## src/rtl/sdram_arbiter.sv

```systemverilog
// Two-port arbiter in front of the single SDRAM controller: CPU on port 0, DMA/video on port 1.
// One access is in flight at a time. Completion is taken from the rising edge of mem_q_ready, and a watchdog aborts stuck accesses.
`timescale 1ns/1ps
module sdram_arbiter #(
  parameter bit          ROUND_ROBIN    = 1'b1,
  parameter int unsigned TIMEOUT_CYCLES = 1023
) (
  input  logic        clk,
  input  logic        reset,
  input  logic        p0_req,
  input  logic        p0_we,
  input  logic [23:0] p0_addr,
  input  logic [31:0] p0_d,
  output logic [31:0] p0_q,
  output logic        p0_ack,
  input  logic        p1_req,
  input  logic        p1_we,
  input  logic [23:0] p1_addr,
  input  logic [31:0] p1_d,
  output logic [31:0] p1_q,
  output logic        p1_ack,
  output logic        mem_start,
  output logic        mem_we,
  output logic [23:0] mem_addr,
  output logic [31:0] mem_d,
  input  logic [31:0] mem_q,
  input  logic        mem_q_ready,
  input  logic        mem_busy,
  input  logic        mem_init_done,
  output logic        grant,
  output logic        timeout_err
);

  localparam int unsigned AW = 24;
  localparam int unsigned DW = 32;
  localparam int unsigned TW = 10;
  localparam logic [TW-1:0] TMO_LAST = TW'(TIMEOUT_CYCLES - 1);

  typedef enum logic [1:0] {
    WAIT_INIT = 2'd0,
    IDLE      = 2'd1,
    ISSUE     = 2'd2
  } state_t;

  state_t        r_state;
  logic          r_last_grant;
  logic          r_q_ready_d;
  logic [TW-1:0] r_tmo_cnt;
  logic          r_mem_start;
  logic          r_mem_we;
  logic [AW-1:0] r_mem_addr;
  logic [DW-1:0] r_mem_d;
  logic [DW-1:0] r_p0_q;
  logic [DW-1:0] r_p1_q;
  logic          r_p0_ack;
  logic          r_p1_ack;
  logic          r_grant;
  logic          r_timeout_err;

  logic          w_any_req;
  logic          w_sel;
  logic          w_done;
  logic          w_unused_busy;

  // mem_busy is informational only; sequencing relies on mem_q_ready
  assign w_unused_busy = mem_busy;

  assign w_any_req = p0_req | p1_req;
  assign w_done    = mem_q_ready & ~r_q_ready_d;

  // Port selection for the next grant; under contention either alternate or favour port 0
  always_comb begin
    w_sel = 1'b0;
    if (p0_req && p1_req) begin
      w_sel = ROUND_ROBIN ? ~r_last_grant : 1'b0;
    end else begin
      w_sel = p1_req;
    end
  end

  always_ff @(posedge clk) begin
    if (reset) begin
      r_state       <= WAIT_INIT;
      r_last_grant  <= 1'b1;
      r_q_ready_d   <= 1'b0;
      r_tmo_cnt     <= '0;
      r_mem_start   <= 1'b0;
      r_mem_we      <= 1'b0;
      r_mem_addr    <= '0;
      r_mem_d       <= '0;
      r_p0_q        <= '0;
      r_p1_q        <= '0;
      r_p0_ack      <= 1'b0;
      r_p1_ack      <= 1'b0;
      r_grant       <= 1'b0;
      r_timeout_err <= 1'b0;
    end else begin
      r_q_ready_d <= mem_q_ready;
      r_p0_ack    <= 1'b0;
      r_p1_ack    <= 1'b0;
      case (r_state)
        WAIT_INIT: begin
          if (mem_init_done) r_state <= IDLE;
        end
        IDLE: begin
          if (w_any_req) begin
            r_mem_we     <= w_sel ? p1_we   : p0_we;
            r_mem_addr   <= w_sel ? p1_addr : p0_addr;
            r_mem_d      <= w_sel ? p1_d    : p0_d;
            r_grant      <= w_sel;
            r_last_grant <= w_sel;
            r_mem_start  <= 1'b1;
            r_tmo_cnt    <= '0;
            r_state      <= ISSUE;
          end
        end
        ISSUE: begin
          // start stays asserted so the controller can service a refresh first
          if (w_done) begin
            r_mem_start <= 1'b0;
            if (!r_mem_we) begin
              if (r_grant) r_p1_q <= mem_q;
              else         r_p0_q <= mem_q;
            end
            if (r_grant) r_p1_ack <= 1'b1;
            else         r_p0_ack <= 1'b1;
            r_state <= IDLE;
          end else if (r_tmo_cnt == TMO_LAST) begin
            r_mem_start   <= 1'b0;
            r_timeout_err <= 1'b1;
            if (r_grant) r_p1_ack <= 1'b1;
            else         r_p0_ack <= 1'b1;
            r_state <= IDLE;
          end else begin
            r_tmo_cnt <= r_tmo_cnt + TW'(1);
          end
        end
        default: r_state <= WAIT_INIT;
      endcase
    end
  end

  assign mem_start   = r_mem_start;
  assign mem_we      = r_mem_we;
  assign mem_addr    = r_mem_addr;
  assign mem_d       = r_mem_d;
  assign p0_q        = r_p0_q;
  assign p1_q        = r_p1_q;
  assign p0_ack      = r_p0_ack;
  assign p1_ack      = r_p1_ack;
  assign grant       = r_grant;
  assign timeout_err = r_timeout_err;

endmodule

```

## config.mk

```make
export PLATFORM = sky130hd
export DESIGN_NAME = sdram_arbiter
export DESIGN_NICKNAME = d
export VERILOG_FILES = /design/src/rtl/sdram_arbiter.sv
export SDC_FILE = /design/constraint.sdc
export NUM_CORES = 1
export LEC_CHECK = 0
export CAP_MARGIN = 40
export CORE_MARGIN = 2
export CORE_UTILIZATION = 45
export CTS_CLUSTER_DIAMETER = 40
export DETAILED_ROUTE_END_ITERATION = 8
export GPL_TIMING_DRIVEN = 0
export MAX_ROUTING_LAYER = met4
export PLACE_DENSITY_LB_ADDON = 0.15
export SYNTH_ARGS = -nofsm -noshare
export SYNTH_HDL_FRONTEND = slang
export SYNTH_SLANG_ARGS = --single-unit
```

## constraint.sdc

```tcl
create_clock -name clk -period 3.2 [get_ports clk]
set_input_delay 0.64 -clock clk [delete_from_list [all_inputs] [get_ports clk]]
set_output_delay 0.64 -clock clk [all_outputs]
set_load 0.01 [all_outputs]
```

==> qor.csv <==
stage;metric;value;unit
synthesis;Synth Instances;654;
floorplanning;die height;120;µm
cells_and_area;final core utilization;0.737;
pwr;pwr dens;512;nW/µm²
pwr;static leakage;3.33;nW
synthesis;FFs w/ async S/R, synth;0;
detailed_routing;WL met3;1710;µm
clocking;hold-fix buffers at CTS;0;
timing;Slew Limit Fails;0;
synthesis;sequential element share of the synthesized area;0.466;
setup_path;Crit. End Element;flop;
timing;clk_skew;0.00595;ns
cells_and_area;Final #Nets;1104;
synthesis;post-synthesis cell type count;54;
min_path;HP Class;reg -> reg;
grt;vias in the first global route;6181;
clocking;Sink Count;140;
pwr;Max VDD drop;0.360;mV
clocking;clk buf depth;2;
detailed_routing;DRT antenna net count;0;
synthesis;Mapped Avg Cell Area;9.19;µm²
detailed_routing;# DRC;0;
placement;# port buffers;276;
timing;unrepaired setup endpoints after global routing;no;
synthesis;most frequent cell after synthesis;dfxtp_1;
placement;DP Worst Slack;0.548;ns
synthesis;Post-Synthesis Cell Area;6010;µm²
setup_path;CP max FO;10;
setup_path;Setup CP Type;in -> reg;
detailed_routing;WL met1;7500;µm
grt;antenna violations before repair;0;
setup_path;CP Launch Type;input port;
detailed_routing;uppermost layer routed;met4;
cells_and_area;share of layout cells above drive strength 1;0.135;
synthesis;Yosys reg bits;140;
setup_path;Worst path slowest cell;clkdlybuf4s50_1;
timing;Setup Viol. Count Final;0;
clocking;Max H-tree Level;4;
detailed_routing;total wire length;19700;µm
placement;Detailed Place HPWL;15000;µm
floorplanning;Starting Density;0.457;
floorplanning;Site Rows;42;
timing;max frequency;448;MHz
grt;grt total ovfl;0;
grt;largest net degree at the start of global routing;17;
synthesis;synth warn;0;
clocking;worst skew pair latency;0.42;ns
pwr;Final Total Pwr;4.96;mW
timing;Slew headroom;0.521;
clocking;Inserted Clock Buffers;17;
setup_path;CP Cell Sequence;clkdlybuf4s50_1 -> nor2_1 -> nor2_2 -> clkbuf_1 -> buf_2 -> a211oi_1;
detailed_routing;vias;6040;
detailed_routing;DR iter-0 viols;372;
floorplanning;DIE AREA;14300;µm²
detailed_routing;TritonRoute pass-1 iters;5;
status;status;finished, final reports clean;
synthesis;Commonest cells post-synth;dfxtp_1, nand2_1, nor2_1, a211oi_1, mux2i_1;
synthesis;leading area contributor after synthesis;dfxtp_1;
floorplanning;IO Pins;279;
floorplanning;DIE WIDTH;120;µm
detailed_routing;met2 WL;9690;µm
floorplanning;Core Region;13100;µm²
timing;Final period util;0.698;
setup_path;Max stage delay on crit path;0.53;ns
timing;Setup TNS;0;ns
grt;first-pass GRT wire length;30700;µm
synthesis;number of synthesized flops with an enable pin;0;
timing;final hold vios;0;
clocking;Post-CTS Setup Bufs;0;
synthesis;syn_nets;809;
timing;PnR worst setup slack;0.966;ns
clocking;root cell of the clock tree;clkbuf_16;
flow_run;reported max-cap violation count;0;
synthesis;top_reg_cell synth;dfxtp_1;
timing;Slew @ Worst Pin;0.718;ns
cells_and_area;ANT cells;0;
detailed_routing;post-DR wirelength/cell;17.3;µm
grt;gr usage total;0.282;
placement;Placer Congestion;0.839;
timing;final worst path period need;2.23;ns
setup_path;critical path required time;3.48;ns
synthesis;Area contributors post-synth;dfxtp_1, mux2i_1, a211oi_1;
clocking;clock slew seen by the registers of the worst setup and hold paths;0.05;ns
clocking;CTS tree;done;
cells_and_area;area growth from synthesis to layout;61.2;%
cells_and_area;Fillers;968;
setup_path;Critical Path AT;2.51;ns
synthesis;area fraction of the dominant cell type after synthesis;0.466;
clocking;post-cts repair resize count;0;
detailed_routing;Vias/cell;5.31;
[layer usage]
metal	GRT usage	vias to the layer above
met5	-	-
met4	0.129	0
met3	0.0946	66
met2	0.480	307
met1	0.296	2790
li1	-	2877
[final timing paths]
path,depth (start not counted),slack (ns),from,to
max,6,0.97,p0_req,mem_d[31]$_SDFFE_PP0P_
min,2,0.46,p1_q[1]$_SDFFE_PP0P_,p1_q[1]$_SDFFE_PP0P_
max reg2reg,5,1.30,r_state[1]$_SDFFE_PP0P_,mem_d[31]$_SDFFE_PP0P_
min reg2reg,2,0.46,p1_q[1]$_SDFFE_PP0P_,p1_q[1]$_SDFFE_PP0P_
[cell usage in the layout, fill, tap and decap left out, types with 2 or more instances in the layout]
| cell type | n |
|---|---|
| clkbuf_8 | 5 |
| clkinvlp_4 | 2 |
| nor2b_1 | 3 |
| clkbuf_1 | 22 |
| bufinv_16 | 6 |
| and4_1 | 2 |
| a21oi_2 | 30 |
| o31ai_1 | 4 |
| inv_1 | 5 |
| ha_1 | 2 |
| nand2_1 | 104 |
| buf_12 | 3 |
| buf_2 | 18 |
| mux2i_1 | 57 |
| nand3_1 | 5 |
| clkbuf_16 | 17 |
| buf_4 | 2 |
| nand4_1 | 4 |
| buf_6 | 5 |
| o32ai_1 | 3 |
| nand2b_1 | 3 |
| clkdlybuf4s50_1 | 276 |
| a21oi_1 | 41 |
| nor2_1 | 69 |
| dfxtp_1 | 140 |
| nand2_2 | 29 |
| or3_1 | 5 |
| a41oi_1 | 2 |
| a221oi_1 | 2 |
| or2_2 | 2 |
| a211oi_1 | 59 |
| nor4_1 | 3 |
| a31oi_1 | 5 |
[critical path, delay by kind of cell]
kind            cells  cell delay [ns]
compound gates      1             0.11
buf+inv             3             1.28
simple gates        2             0.47
[registers in the layout, summed over array words and instances, names as in the netlist, 2 cells and up]
signal	cells
r_state	2
r_tmo_cnt	10
mem_d	32
p0_q	32
mem_addr	24
p1_q	32
[power breakdown]
group / total, mW / internal, mW / switching (mW) / leakage [nW]
Clock: 2.29 / 1.55 / 0.742 / 0.333
Sequential: 1.88 / 1.83 / 0.0544 / 1.14
Combinational: 0.791 / 0.436 / 0.355 / 1.86
[layout make-up]
cell class              instances  area (µm²)  share of cell area
multi-input cells             458        2870               0.296
plain buffers                  51         323              0.0333
clock buffers                  22         484              0.0500
inverters                       5        18.8             0.00194
repair buffers                276        2760               0.285
flip-flops and latches        140        2800               0.289
well taps                     176         220              0.0227
clock inverters                10         209              0.0216
[cells by family (layout without fill, tap and decap cells)]
| family | after synthesis | count (layout) | synth area share |
|---|---|---|---|
| compound gates | 157 | 157 | 0.191 |
| fa+ha+maj | 2 | 2 | 0.00416 |
| buf+inv | 56 | 364 | 0.0568 |
| flops | 140 | 140 | 0.466 |
| mux | 57 | 57 | 0.0949 |
| simple gates | 242 | 242 | 0.186 |
[metrics by stage]
step                instances  cell area (µm²)  hold slack (ns)
detailed placement       1106             8990            0.448
global placement         1106             8990            0.440
finish                   1138             9690            0.457
floorplan                 654             6010            0.474
CTS                      1138             9690            0.456
global route             1138             9690            0.472
Note: power is estimated with default switching activity, not from simulation.
